### config.mk
export PLATFORM = sky130hd
export DESIGN_NAME = rpi_serial_link
export DESIGN_NICKNAME = d
export VERILOG_FILES = /design/src/rtl/rpi_serial_link.sv
export SDC_FILE = /design/constraint.sdc
export NUM_CORES = 1
export LEC_CHECK = 0
export ABC_AREA = 1
export BUFFER_PORTS_ARGS = -buffer_cell sky130_fd_sc_hd__clkbuf_2
export CAP_MARGIN = 0
export CORE_MARGIN = 2
export CORE_UTILIZATION = 40
export DETAILED_ROUTE_END_ITERATION = 16
export PLACE_DENSITY_LB_ADDON = 0.15
export SLEW_MARGIN = 20
export SYNTH_ARGS = -nofsm -noshare
export SYNTH_HDL_FRONTEND = slang
export SYNTH_SLANG_ARGS = --single-unit
### constraint.sdc
create_clock -name clk -period 1 [get_ports clk]
set_input_delay 0.2 -clock clk [delete_from_list [all_inputs] [get_ports clk]]
set_output_delay 0.2 -clock clk [all_outputs]
set_load 0.03 [all_outputs]
### src/rtl/rpi_serial_link.sv
// rpi_serial_link
// Bit-serial register bridge between a Raspberry Pi style shift/latch
// interface and a TI-side register file. The RPi lines are asynchronous to
// clk, so they are synchronized and edge-detected before any use.
//
// Write path (regsel 00/01): sclk edges shift sdata MSB first into an input
// shift register; an sle edge with exactly 8 bits counted publishes the byte
// to RD or RC. Any other count is a framing error and nothing is published.
//
// Read path (regsel 10/11): an sle edge snapshots TD or TC into an output
// shift register whose bit 0 drives rpi_sdata_in; each sclk edge shifts it
// toward bit 0 with zero fill.
//
// Vector convention: all byte-wide signals are [0:7] with bit 0 as MSB.

module rpi_serial_link (
  input  logic       clk,
  input  logic       rst,
  input  logic       rpi_sclk,
  input  logic       rpi_sle,
  input  logic [1:0] rpi_regsel,
  input  logic       rpi_sdata_out,
  output logic       rpi_sdata_in,
  input  logic [0:7] ti_td,
  input  logic [0:7] ti_tc,
  output logic [0:7] ti_dbus_rd,
  output logic [0:7] ti_dbus_rc,
  output logic       rd_upd,
  output logic       rc_upd,
  output logic       frame_err
);

  localparam logic [3:0] CNT_FULL = 4'd8;
  localparam logic [3:0] CNT_SAT  = 4'd9;

  localparam logic [1:0] SEL_RD = 2'b00;
  localparam logic [1:0] SEL_RC = 2'b01;
  localparam logic [1:0] SEL_TD = 2'b10;
  localparam logic [1:0] SEL_TC = 2'b11;

  // ---------------------------------------------------------------------
  // Synchronizers and edge history
  // ---------------------------------------------------------------------
  logic [1:0] sclk_sync_reg;
  logic [1:0] sle_sync_reg;
  logic [1:0] sdata_sync_reg;
  logic [1:0] regsel_s1_reg;
  logic [1:0] regsel_s2_reg;

  logic       sclk_hist_reg;
  logic       sle_hist_reg;
  logic [1:0] regsel_hist_reg;

  logic       sclk_s;
  logic       sle_s;
  logic       sdata_s;
  logic [1:0] regsel_s;

  logic       sclk_edge;
  logic       sle_edge;
  logic       sel_change;

  // Strobe synchronizers reset high so a line held high through reset
  // release is not mistaken for a fresh rising edge.
  always_ff @(posedge clk) begin
    if (rst) begin
      sclk_sync_reg <= 2'b11;
      sle_sync_reg  <= 2'b11;
    end else begin
      sclk_sync_reg <= {sclk_sync_reg[0], rpi_sclk};
      sle_sync_reg  <= {sle_sync_reg[0], rpi_sle};
    end
  end

  // Data and select synchronizers; their reset value carries no meaning.
  always_ff @(posedge clk) begin
    if (rst) begin
      sdata_sync_reg <= 2'b00;
      regsel_s1_reg  <= 2'b00;
      regsel_s2_reg  <= 2'b00;
    end else begin
      sdata_sync_reg <= {sdata_sync_reg[0], rpi_sdata_out};
      regsel_s1_reg  <= rpi_regsel;
      regsel_s2_reg  <= regsel_s1_reg;
    end
  end

  assign sclk_s   = sclk_sync_reg[1];
  assign sle_s    = sle_sync_reg[1];
  assign sdata_s  = sdata_sync_reg[1];
  assign regsel_s = regsel_s2_reg;

  // One-cycle-delayed copies used for rising-edge and select-change detection.
  always_ff @(posedge clk) begin
    if (rst) begin
      sclk_hist_reg   <= 1'b1;
      sle_hist_reg    <= 1'b1;
      regsel_hist_reg <= 2'b00;
    end else begin
      sclk_hist_reg   <= sclk_s;
      sle_hist_reg    <= sle_s;
      regsel_hist_reg <= regsel_s;
    end
  end

  assign sclk_edge  = sclk_s & ~sclk_hist_reg;
  assign sle_edge   = sle_s & ~sle_hist_reg;
  assign sel_change = (regsel_s != regsel_hist_reg);

  // ---------------------------------------------------------------------
  // Datapath state
  // ---------------------------------------------------------------------
  logic [0:7] isr_reg,    isr_next;
  logic [3:0] cnt_reg,    cnt_next;
  logic [0:7] osr_reg,    osr_next;
  logic [0:7] rd_reg,     rd_next;
  logic [0:7] rc_reg,     rc_next;
  logic       rd_upd_reg, rd_upd_next;
  logic       rc_upd_reg, rc_upd_next;
  logic       ferr_reg,   ferr_next;

  // Next-state logic. A latch strobe wins over a coincident shift clock,
  // which is dropped; a select change likewise swallows a coincident shift
  // on the write side so the new register always starts from an empty frame.
  always_comb begin
    isr_next    = isr_reg;
    cnt_next    = cnt_reg;
    osr_next    = osr_reg;
    rd_next     = rd_reg;
    rc_next     = rc_reg;
    rd_upd_next = 1'b0;
    rc_upd_next = 1'b0;
    ferr_next   = 1'b0;

    if (sle_edge) begin
      isr_next = '0;
      cnt_next = '0;
      unique case (regsel_s)
        SEL_RD: begin
          if (cnt_reg == CNT_FULL) begin
            rd_next     = isr_reg;
            rd_upd_next = 1'b1;
          end else begin
            ferr_next = 1'b1;
          end
        end
        SEL_RC: begin
          if (cnt_reg == CNT_FULL) begin
            rc_next     = isr_reg;
            rc_upd_next = 1'b1;
          end else begin
            ferr_next = 1'b1;
          end
        end
        SEL_TD: osr_next = ti_td;
        SEL_TC: osr_next = ti_tc;
        default: ;
      endcase
    end else begin
      if (sel_change) begin
        isr_next = '0;
        cnt_next = '0;
      end else if (sclk_edge) begin
        isr_next = {isr_reg[1:7], sdata_s};
        cnt_next = (cnt_reg == CNT_SAT) ? CNT_SAT : cnt_reg + 4'd1;
      end
      // The output register is independent of the select lines.
      if (sclk_edge) begin
        osr_next = {osr_reg[1:7], 1'b0};
      end
    end
  end

  // State register for the datapath and the registered pulse outputs.
  always_ff @(posedge clk) begin
    if (rst) begin
      isr_reg    <= '0;
      cnt_reg    <= '0;
      osr_reg    <= '0;
      rd_reg     <= '0;
      rc_reg     <= '0;
      rd_upd_reg <= 1'b0;
      rc_upd_reg <= 1'b0;
      ferr_reg   <= 1'b0;
    end else begin
      isr_reg    <= isr_next;
      cnt_reg    <= cnt_next;
      osr_reg    <= osr_next;
      rd_reg     <= rd_next;
      rc_reg     <= rc_next;
      rd_upd_reg <= rd_upd_next;
      rc_upd_reg <= rc_upd_next;
      ferr_reg   <= ferr_next;
    end
  end

  // All outputs come straight from flops.
  assign rpi_sdata_in = osr_reg[0];
  assign ti_dbus_rd   = rd_reg;
  assign ti_dbus_rc   = rc_reg;
  assign rd_upd       = rd_upd_reg;
  assign rc_upd       = rc_upd_reg;
  assign frame_err    = ferr_reg;

endmodule

==> impl_results.md <==
* WL/cell at 12.3 um
* CTS Root Cell: clkbuf_8
* Hold Vio Cnt, Final at 0
* WL final at 5790 um
* Synthesized flop and latch total at 53
* Flip-flop and latch area at 1100 um^2
* GRT Total Usage at 17.7%
* Largest net degree at the start of global routing at 26
* Sum Neg Setup Slack at -4.37 ns
* Worst hold path class: primary input to flop
* Failing checks: negative setup slack
* Post-Synth XOR/XNOR Area at 0%
* Global route hottest layer: met2
* Min-delay src: rpi_regsel[1]
* Area of the multi-input gates at 1370 um^2
* Worst skew pair latency at 0.31 ns
* CP endpoint kind: flop
* Nets at 420
* Post-route ant nets at 0
* Main combinational cell family by area after synthesis: simple AND/OR/NAND/NOR gates
* Final period util at 117%
* Reg clk slew, reported paths at 0.09 ns
* Max Cap Viol at 0
* Share of cells above drive strength 1 at 50.8%
* FP Rows at 27
* Die width at 79.9 um
* Core ar. at 5540 um^2
* Synthesized cell area at 2300 um^2
* CP dominant cell by count: buf_12
* Setup ws final at -0.171 ns
* WHS at 0.0720 ns
* Final Wtd Congestion at 0.776
* Full die area at 6380 um^2
* Hpwl dp at 3360 um
* Post-synthesis adder-cell area fraction at 0%
* R2R Setup Slk at -0.17 ns
* Max-slew headroom at 81.8%
* Peak supply drop at 0.851 mV
* Vias in the first global route at 1919
* RSZ-0062 raised after global routing: yes
* Die Ht at 79.9 um
* Critical Path AT at 1.38 ns
* Post-synthesis compound-gate area fraction at 5.27%
* Drt pass-1 iters at 4
* CP Launch Point: sle_hist_reg$_SDFF_PP1_
* CP max stage delay at 0.35 ns
* Boundary pin count at 43
* Mapped Avg Cell Area at 7.29 um^2
* Main area contributors after synthesis: dfxtp_1 (46%), nor2_1 (12%), nand2_1 (9.9%), nand3_1 (7.8%), inv_1 (3.9%)
* Initial core utilization at 41.6%
* Slew @ Worst Pin at 0.272 ns
* Synth Area in Simple Gates at 40.2%
* CP Class: flop to flop
* Max Root-Sink Buffers at 2
* Seq/Total Area, Yosys at 46.1%
* Leading area contributor after synthesis: dfxtp_1
* Buf/Inv on CP at 3
* Global route total overflow at 0
* Worst setup SP type: flop
* Yosys warning count at 0
* Distinct cells, synth at 28
* PwrDens at 1130 nW/um^2
* Initial antenna violation count at 0
* Leak pwr at 0.00153 uW
* Fillers at 434
* Setup violations, final at 38
* Fin. max-slew vios at 0
* Mapped Nets at 339
* Synth Instances at 316
* Grt met3 use at 3.39%
* Run status: finished, violations left
* Clk_skew at 0.00804 ns
* Top cell type's share of synthesized area at 46.1%
* Worst-path maximum fanout at 8
* First-pass GRT wire length at 8940 um
* CP Cell Sequence: inv_2 -> nand2_4 -> buf_12 -> nor2_4 -> buf_12 -> nand3_2 -> nand2_1 -> nor2_1
* Vias per cell at 4.81
* Number of H-tree levels at 2
* CTS Sinks at 53
* Area growth from synthesis to layout at 59.3%
* # DRC at 0
* Highest clock rate at 854 MHz
* CP top delay family: simple AND/OR/NAND/NOR gates
* Mux cell area share after synthesis at 0%
* Max stage delay cell, worst path: dfxtp_2
* Vias at 2262
* Min cycle time layout at 1.17 ns
* Initial DRC count at 144
* Worst EP required at 1.21 ns
* Met2 Resource Use GR at 29.3%
* Inserted Diodes at 0
* Inserted Clock Buffers at 5
* TritonCTS clock tree: yes
* RR Startpoint: sle_hist_reg$_SDFF_PP1_
* M1 GR Usage at 23.1%
* # port buffers at 42
worst paths after layout:
kind / endpoint / cells past startpoint
setup / recovery: ti_dbus_rd[5]$_SDFFE_PP0P_ / 8
hold / removal: regsel_s1_reg[1]$_SDFF_PP0_ / 3
hold reg to reg: regsel_s[1]$_SDFF_PP0_ / 2
setup reg to reg: ti_dbus_rd[5]$_SDFFE_PP0P_ / 8
layout make-up:
class                           instances  area share [%]
Multi-Input combinational cell        224            37.3
Sequential cell                        53            30.0
Timing Repair Buffer                   82            23.6
Inverter                               31            3.51
Tap cell                               72            2.45
Clock buffer                            7            2.35
Clock inverter                          1           0.818
cells by family after synthesis:
kind of cell / after synthesis
compound gates: 20
flops: 53
buf+inv: 41
simple gates: 202
worst min-delay path, cell delays in order:
cell and delay [ns]:
clkbuf_2 0.08, inv_1 0.04, nor2_1 0.03
synthesized netlist by cell type, drive strengths merged:
cell type	count
o21ai	2
nand3	37
nand4	1
nor3	3
a31oi	1
clkbuf	2
nand3b	7
or2	5
dfxtp	53
a21oi	9
buf	8
nand2	65
nor2	84
o21a	7
o211ai	1
inv	31
timing repair:
| item | 4_1_cts | 5_1_grt |
|---|---|---|
| buffers inserted | 2 | 11 |
| gates resized for setup | 92 | 76 |
| pin swaps | 22 | 25 |
| hold buffers | 0 | 0 |
| cloned | 2 | 2 |
| endpoints found under the setup margin | 59 | 58 |
routing by layer:
layer	part of all wire, %	up-vias
li1	-	1152
met1	45	1062
met2	51	41
met3	3.1	7
met4	1.2	0
met5	0	-
report_power, final:
| group | total [uW] | internal, uW | switching, uW |
|---|---|---|---|
| clock | 1520 | 817 | 704 |
| combinational | 453 | 224 | 229 |
| sequential | 2170 | 2140 | 24.6 |
layout by cell type (no fill, tap or decap), types with 4 or more instances in the layout:
| master | synthesis | final |
|---|---|---|
| clkbuf_8 | 0 | 8 |
| nor2_4 | 4 | 11 |
| buf_4 | 2 | 24 |
| buf_8 | 0 | 18 |
| nand3_2 | 1 | 18 |
| buf_6 | 4 | 6 |
| nand2_1 | 61 | 41 |
| o21a_1 | 7 | 7 |
| nand3b_1 | 7 | 7 |
| dfxtp_1 | 53 | 26 |
| or2_2 | 5 | 4 |
| buf_12 | 0 | 8 |
| nand3_1 | 36 | 19 |
| nand2_2 | 4 | 14 |
| dfxtp_2 | 0 | 25 |
| nand2_4 | 0 | 7 |
| a21oi_2 | 0 | 6 |
| nor2_2 | 4 | 8 |
| inv_1 | 24 | 21 |
| clkbuf_2 | 0 | 22 |
| nor2_1 | 75 | 66 |
| inv_2 | 6 | 6 |
through the flow:
stage / area (um^2) / util [%] / power (uW) / instances / setup WS [ns]
floorplan: 2330 / - / 2400 / 316 / -0.0391
CTS: 3270 / 59.0 / 4060 / 457 / -0.136
global route: 3670 / 66.2 / 4290 / 470 / -0.226
finish: 3670 / 66.2 / 4140 / 470 / -0.171
detailed placement: 2800 / 50.5 / 2540 / 445 / -0.146
global placement: 2800 / 50.5 / 2540 / 445 / -0.141
Note: power is estimated with default switching activity, not from simulation.
